$ cat config.mk
export PLATFORM = sky130hd
export DESIGN_NAME = spm_seq_mult
export DESIGN_NICKNAME = d
export VERILOG_FILES = /design/src/rtl/spm_pkg.sv /design/src/rtl/spm_csa_cell.sv /design/src/rtl/spm_seq_mult.sv
export SDC_FILE = /design/constraint.sdc
export NUM_CORES = 1
export LEC_CHECK = 0
export BUFFER_PORTS_ARGS = -buffer_cell sky130_fd_sc_hd__buf_2
export CORE_UTILIZATION = 40
export DETAILED_ROUTE_END_ITERATION = 7
export HOLD_SLACK_MARGIN = 0.06
export PLACE_DENSITY = 0.68
export RECOVER_POWER = 50
export SLEW_MARGIN = 30
export SYNTH_ARGS = -nofsm -noshare
export SYNTH_HDL_FRONTEND = slang
export SYNTH_HIERARCHICAL = 1
export SYNTH_SLANG_ARGS = --single-unit
$ cat constraint.sdc
create_clock -name clk -period 6.7 [get_ports clk]
set_clock_uncertainty 0.2 [all_clocks]
set_input_delay 1.34 -clock clk [delete_from_list [all_inputs] [get_ports clk]]
set_output_delay 1.34 -clock clk [all_outputs]
set_load 0.1 [all_outputs]
$ cat src/rtl/spm_pkg.sv
// spm_pkg: shared state encoding and sizing helpers for the serial-parallel multiplier.
package spm_pkg;
  typedef enum logic [1:0] {IDLE, RUN, DONE} spm_state_e;
  function automatic int cnt_w(input int width);
    return $clog2(2 * width);
  endfunction
endpackage

$ cat src/rtl/spm_csa_cell.sv
// spm_csa_cell: one carry-save bit of the serial-parallel multiplier array.
module spm_csa_cell (
  input  logic clk,
  input  logic rst,
  input  logic clr_i,
  input  logic a,
  input  logic b,
  output logic s,
  output logic sr_q,
  output logic cr_q
);
  assign s = a ^ b ^ cr_q;
  always_ff @(posedge clk or posedge rst) begin
    if (rst) begin
      sr_q <= 1'b0;
      cr_q <= 1'b0;
    end else if (clr_i) begin
      sr_q <= 1'b0;
      cr_q <= 1'b0;
    end else begin
      sr_q <= s;
      cr_q <= (a & b) | (a & cr_q) | (b & cr_q);
    end
  end
endmodule

$ cat src/rtl/spm_seq_mult.sv
// spm_seq_mult: WIDTH-bit unsigned serial-parallel multiplier with valid/ready handshakes.
module spm_seq_mult
  import spm_pkg::*;
#(
  parameter int WIDTH = 8
) (
  input  logic                 clk,
  input  logic                 rst,
  input  logic                 clr,
  input  logic                 in_valid,
  output logic                 in_ready,
  input  logic [WIDTH-1:0]     x,
  input  logic [WIDTH-1:0]     y,
  output logic                 out_valid,
  input  logic                 out_ready,
  output logic [2*WIDTH-1:0]   p
);
  localparam int CW = cnt_w(WIDTH);
  spm_state_e         r_state, w_next;
  logic [WIDTH-1:0]   r_x, r_y, w_s, w_yshift, w_unused_cr;
  logic [WIDTH:0]     w_sr;
  logic [2*WIDTH-1:0] r_p;
  logic [CW-1:0]      r_cnt;
  logic               w_accept, w_last, w_ybit, w_clr_cells, w_unused;
  assign in_ready    = r_state == IDLE;
  assign out_valid   = r_state == DONE;
  assign p           = r_p;
  assign w_accept    = !clr && in_valid && r_state == IDLE;
  assign w_last      = r_cnt == CW'(2 * WIDTH - 1);
  // shifting past the operand width naturally yields zeros for the flush phase
  assign w_yshift    = r_y >> r_cnt;
  assign w_ybit      = (r_state == RUN) & w_yshift[0];
  assign w_clr_cells = w_accept | clr;
  assign w_sr[WIDTH] = 1'b0;
  assign w_unused    = ^{w_s[WIDTH-1:1], w_unused_cr};
  for (genvar i = 0; i < WIDTH; i++) begin : g_cell
    spm_csa_cell u_cell (
      .clk   (clk),
      .rst   (rst),
      .clr_i (w_clr_cells),
      .a     (r_x[i] & w_ybit),
      .b     (w_sr[i+1]),
      .s     (w_s[i]),
      .sr_q  (w_sr[i]),
      .cr_q  (w_unused_cr[i])
    );
  end
  always_comb begin
    w_next = clr                             ? IDLE :
             (r_state == IDLE && in_valid)   ? RUN  :
             (r_state == RUN  && w_last)     ? DONE :
             (r_state == DONE && out_ready)  ? IDLE : r_state;
  end
  always_ff @(posedge clk or posedge rst) begin
    if (rst) r_state <= IDLE;
    else     r_state <= w_next;
  end
  always_ff @(posedge clk or posedge rst) begin
    if (rst) begin
      r_x   <= '0;
      r_y   <= '0;
      r_p   <= '0;
      r_cnt <= '0;
    end else if (w_accept) begin
      r_x   <= x;
      r_y   <= y;
      r_p   <= '0;
      r_cnt <= '0;
    end else if (clr) begin
      r_x   <= '0;
      r_y   <= '0;
      r_p   <= '0;
      r_cnt <= '0;
    end else if (r_state == RUN) begin
      r_p   <= {w_s[0], r_p[2*WIDTH-1:1]};
      r_cnt <= r_cnt + CW'(1);
    end
  end
endmodule

==> metrics, run 1 <==
setup slack at placement between 3000 and 4000 ps; gr busiest metal met2; Final Cycle Share between 50 and 60%; H-tree depth 2; MaxCap Viol Count 1; GR Util met1 between 20% and 30%; power consumption 0.5691 mW; routing usage on met3 under 10%; YS warnings 6; overall fraction of global-route tracks in use around 16%; endpoints failing hold 0; Vias/cell 5.102; detailed-route wire length 4.354 mm; Post-Syn Area 2328 um2; CP max stage delay 1050 ps; worst r2r src r_state[1]; Critical Path, Cell by Cell clkbuf_1 > a21oi_1 > inv_2 > a21oi_1; fin crit period 3374 ps; final instance area around 2600 um2; largest net degree at the start of global routing 39; met2 usage 24.65%; Starting Density between 40% and 50%; min-delay src r_x[5]; die height around 78 um; slowest CP cell a21oi_1; io pins 39; leakage power roughly 1.3 nW; first-pass GRT wire length 7.631 mm; Pre-Repair DR Iteration Count 4; Synth Instances 204; vias in the first global route approximately 1,600; cell depth of the worst hold path 1; count of final setup violators 0; CTS tree yes; Rel. slew slack -35.31%; Worst R2R End g_cell[3].u_cell/sr_q; 1st-iter DRT viols roughly 170; outcome complete, but fails checks; Buf/Inv on CP 2; Worst-Margin Slew around 2000 ps; VDD IR max 0.07253 mV; unrepaired setup endpoints after global routing no; clock sink count between 50 and 60; Worst Reg2Reg Path Length in Cells 5; PD cells approximately 220 nW/um2; CTS max path bufs 2; syn avg cell area ~11 um2; CP Max Fanout 35; FMAX approximately 300 MHz; final worst-path setup slack 3326 ps; cts hold-fix bufs 0; Reg clk slew, reported paths roughly 90 ps; diodes inserted 0; Crit Path Class primary input to flop; layout cells sized above 1 20.75%; CP startpoint kind primary input; Root Buffer clkbuf_8; # resized after CTS 0; chip width 78.30 um; worst-skew pair later-pin latency roughly 300 ps; setup TNS 0 ps; Min-Delay Path Class flop to flop; failing checks capacitance limit, slew limit; via count ~1,600; crit end category flop; DRC viols 0; critical path arrival ~3400 ps; grt total ovfl 0; core area roughly 5600 um2; FF-to-FF setup slack ~3900 ps; Final nets 270; setup bufs post-CTS 0; Synthesized Nets around 230; Data required, critical path ~6700 ps; area added between synthesis and finish 13.22%; # port buffers 38; crit path from clr; total CTS buffers 5; Routability Congestion slightly above 0.7; # rows 27; initial antenna violation count 0; Antenna Nets Post-Route 0; CP most frequent cell a21oi_1; HPWL Detailed roughly 3.0 mm; Worst Hold End r_x[5]; CP delay by family, top compound AO/OA/AOI/OAI gates; WL per Instance 13.91 um; Final Max Tran Viols 39; Area after DPL around 2600 um2; die area approximately 6100 um2
## report_power, final
group / internal (mW) / switching (mW)
sequential: 0.328 / 0.00700
combinational: 0.0190 / 0.0414
clock: 0.0727 / 0.101
total: 0.420 / 0.149
## cell usage in the layout, fill, tap and decap left out, drive strengths merged, types with 2 or more instances in the layout
cell / n
a21oi: 20
a22o: 17
buf: 37
clkbuf: 9
clkinv: 2
dfrtp: 53
fa: 8
inv: 12
mux2i: 3
nand2: 34
nor2: 4
nor2b: 17
nor4b: 8
o21ai: 2
## registers in the layout, summed over array words and instances (netlist names)
name	cells
g_cell.u_cell/sr_q	7
g_cell.u_cell/cr_q	8
r_cnt	4
r_x	8
r_y	8
r_state	2
p	16
## through the flow
step / util (%) / hold slack [ps] / cells
2_1_floorplan: - / 264.6 / 204
3_3_place_gp: 45.99 / 281.3 / 305
3_5_place_dp: 45.99 / 286.5 / 305
4_1_cts: 47.47 / 310.9 / 313
5_1_grt: 47.30 / 324.5 / 313
6_report: 47.30 / 312.6 / 313
## layer usage
| layer | vias up | routed length, um |
|---|---|---|
| met4 | 0 | 44 |
| met5 | - | 0 |
| li1 | 755 | - |
| met3 | 6 | 248 |
| met2 | 51 | 1972 |
| met1 | 785 | 2088 |
## worst register-to-register path, stage by stage (launching register included)
cell and delay [ps]:
dfrtp_1 430, nand2b_2 380, a311o_2 520, nor4b_1 550
fa_1 500, nor2b_1 130
## worst max-delay path by stage
| stage | end | slack [ps] | cells past startpoint |
|---|---|---|---|
| after global routing | r_cnt[2] | 2890 | 3 |
| after floorplan | in_ready | 3380 | 1 |
| after CTS | in_ready | 3710 | 2 |
| after global placement | p[10] | 3350 | 4 |
| after detailed placement | p[10] | 3590 | 4 |
| final | p[10] | 3330 | 4 |
## area by class of cell
type / count / area, um2
timing repair buffer: 40 / 198.9
multi-input combinational: 128 / 893.4
inverter: 12 / 45.04
clock buffer: 6 / 72.57
fill: 534 / 2938
clock inverter: 2 / 10.01
sequential: 53 / 1326
tap: 72 / 90.09
Power figures use the tool's default switching activity.
==> run 2: changes to the inputs <==
==> constraint.sdc (replaced) <==
create_clock -name clk -period 3.48 [get_ports clk]
set_clock_uncertainty 0.2 [all_clocks]
set_input_delay 0.696 -clock clk [delete_from_list [all_inputs] [get_ports clk]]
set_output_delay 0.696 -clock clk [all_outputs]
set_load 0.1 [all_outputs]
==> run 2 against run 1 <==
The flow now finishes without violations; combinational power rose by 97%; non-clock buffer count rose by 2; global-route usage fell by 0.39 points.
==> metrics, run 2 (synthesis gave the netlist of run 1 again) <==
DRC viols 0; first-pass GRT wire length around 7.5 mm; CP Max Fanout 20; Worst Reg2Reg Path Length in Cells 6; internal power between 0.9 and 1 mW; area added between synthesis and finish 15.21%; Reg power frac 54.1%; most frequent cells in the layout 53 x dfrtp_1, 37 x buf_2, 34 x nand2_1, 19 x a21oi_1; placed insts 307; initial antenna violation count 0; Clock Power Share between 30% and 40%; FMAX ~360 MHz; endpoints failing hold 0; FF-to-FF setup slack 690 ps; Crit Path Class flop to flop; MaxCap Viol Count 0; largest net degree at the start of global routing 26; Root Buffer clkbuf_8; PD cells 445.2 nW/um2; WL per Instance 13.90 um; via count 1,591; 1st-iter DRT viols a little under 80; detailed-route wire length about 4.4 mm; max reg flops 16; CP delay by family, top simple AND/OR/NAND/NOR gates; Buf/Inv on CP 0; worst r2r src r_state[1]; setup bufs post-CTS 0; Pre-Repair DR Iteration Count 4; Data required, critical path roughly 3500 ps; overall fraction of global-route tracks in use 15.71%; most common cell after layout, fill and taps aside dfrtp_1; io pins 39; # rows 27; Critical Path, Cell by Cell nand2b_2 > a311o_2 > nor4b_1 > fa_1 > nand2_1 > a21oi_1; count of final setup violators 0; CP endpoint p[15]; fin crit period ~2800 ps; Non-Filler Instances around 320; setup TNS 0 ps; Final Max Tran Viols 0; total CTS buffers 5; Starting Density between 40% and 50%; CP startpoint kind flop; chip width 78.30 um; core area 5574 um2; combinational share of power between 10% and 20%; grt total ovfl 0; slowest CP cell a311o_2; clock sink count 53; # resized after CTS 0; Vias/cell about 5; crit end category flop; diodes inserted 0; outcome completed; worst-skew pair later-pin latency around 300 ps; CP max stage delay about 530 ps; leakage power roughly 1.3 nW; die height approximately 78 um; CP Depth 6; Final nets 272; die area around 6100 um2; VDD IR max between 0.2 and 0.25 mV; CTS max path bufs 2; critical path arrival about 2800 ps; Reg clk slew, reported paths roughly 90 ps; switch share between 20 and 25%; cts hold-fix bufs 0; crit path from r_state[1]; Final Cycle Share about 80%; Worst R2R End p[15]; vias in the first global route 1,570; Min-Delay Path Class primary input to async pin; Antenna Nets Post-Route 0; Routability Congestion 0.7327; layout cells sized above 1 between 20% and 30%; H-tree depth 2; HPWL Detailed 3.064 mm; CTS tree yes; unrepaired setup endpoints after global routing no; Worst-Margin Slew roughly 1200 ps; # port buffers 38; Rel. slew slack roughly 20%; switching power a little under 0.3 mW
-- run 2: cell types whose count changed in the layout (fill, tap and decap cells not counted) --
cell | previous run | this run
clkinv_2 | 2 | 0
a21oi_1 | 20 | 19
inv_2 | 1 | 0
clkbuf_8 | 5 | 6
a21oi_2 | 0 | 1
clkbuf_1 | 4 | 5
inv_1 | 11 | 12
buf_2 | 36 | 37
bufinv_16 | 0 | 1
-- run 2: metrics by stage --
stage / hold WS, ps / total power, mW / cell area (um2) / util (%) / worst slack [ps]
4_1_cts: 104.2 / 1.210 / 2695 / 48.35 / 726.4
3_5_place_dp: 288.2 / 0.7817 / 2579 / 46.26 / 749.6
5_1_grt: 194.9 / 1.245 / 2683 / 48.13 / 591.0
3_3_place_gp: 281.6 / 0.7796 / 2579 / 46.26 / 844.8
6_report: 191.0 / 1.194 / 2683 / 48.13 / 693.6
2_1_floorplan: 224.7 / 0.7422 / 2328 / - / 570.8
-- run 2: power groups by stage --
stage | Sequential (mW) | Clock (mW) | Combinational [mW]
2_1_floorplan | 0.654 | 0 | 0.0885
3_3_place_gp | 0.657 | 0 | 0.122
3_5_place_dp | 0.658 | 0 | 0.123
4_1_cts | 0.646 | 0.440 | 0.124
5_1_grt | 0.649 | 0.462 | 0.134
6_report | 0.646 | 0.429 | 0.119
-- run 2: worst min-delay path by stage --
stage / start / end / cells after the start / slack, ps
floorplan: rst / g_cell[0].u_cell/cr_q / 1 / 220
global placement: r_x[1] / r_x[1] / 1 / 280
detailed placement: r_x[1] / r_x[1] / 1 / 290
CTS: rst / g_cell[0].u_cell/cr_q / 2 / 100
global route: rst / g_cell[0].u_cell/cr_q / 2 / 190
finish: rst / g_cell[0].u_cell/cr_q / 2 / 190
-- run 2: cell type report --
type	instances	area (um2)
Fill cell	522	2892
Sequential cell	53	1326
Multi-Input combinational cell	128	897.1
Timing Repair Buffer	42	207.7
Tap cell	72	90.09
Clock buffer	7	86.33
Inverter	12	45.04
Clock inverter	1	30.03
-- run 2: worst reg2reg max path: cells and delay by family (launching register included) --
family / cells / cell delay, ps
adders and majority gates: 1 / 480
AOI/OAI and AO/OA: 2 / 600
and+or+nand+nor: 3 / 940
DFF: 1 / 430
-- run 2: layer usage --
layer,part of all wire [%],track usage [%]
met5,0,0
met4,0.78,3.889
met3,4.3,3.372
met2,46,24.21
met1,49,22.59
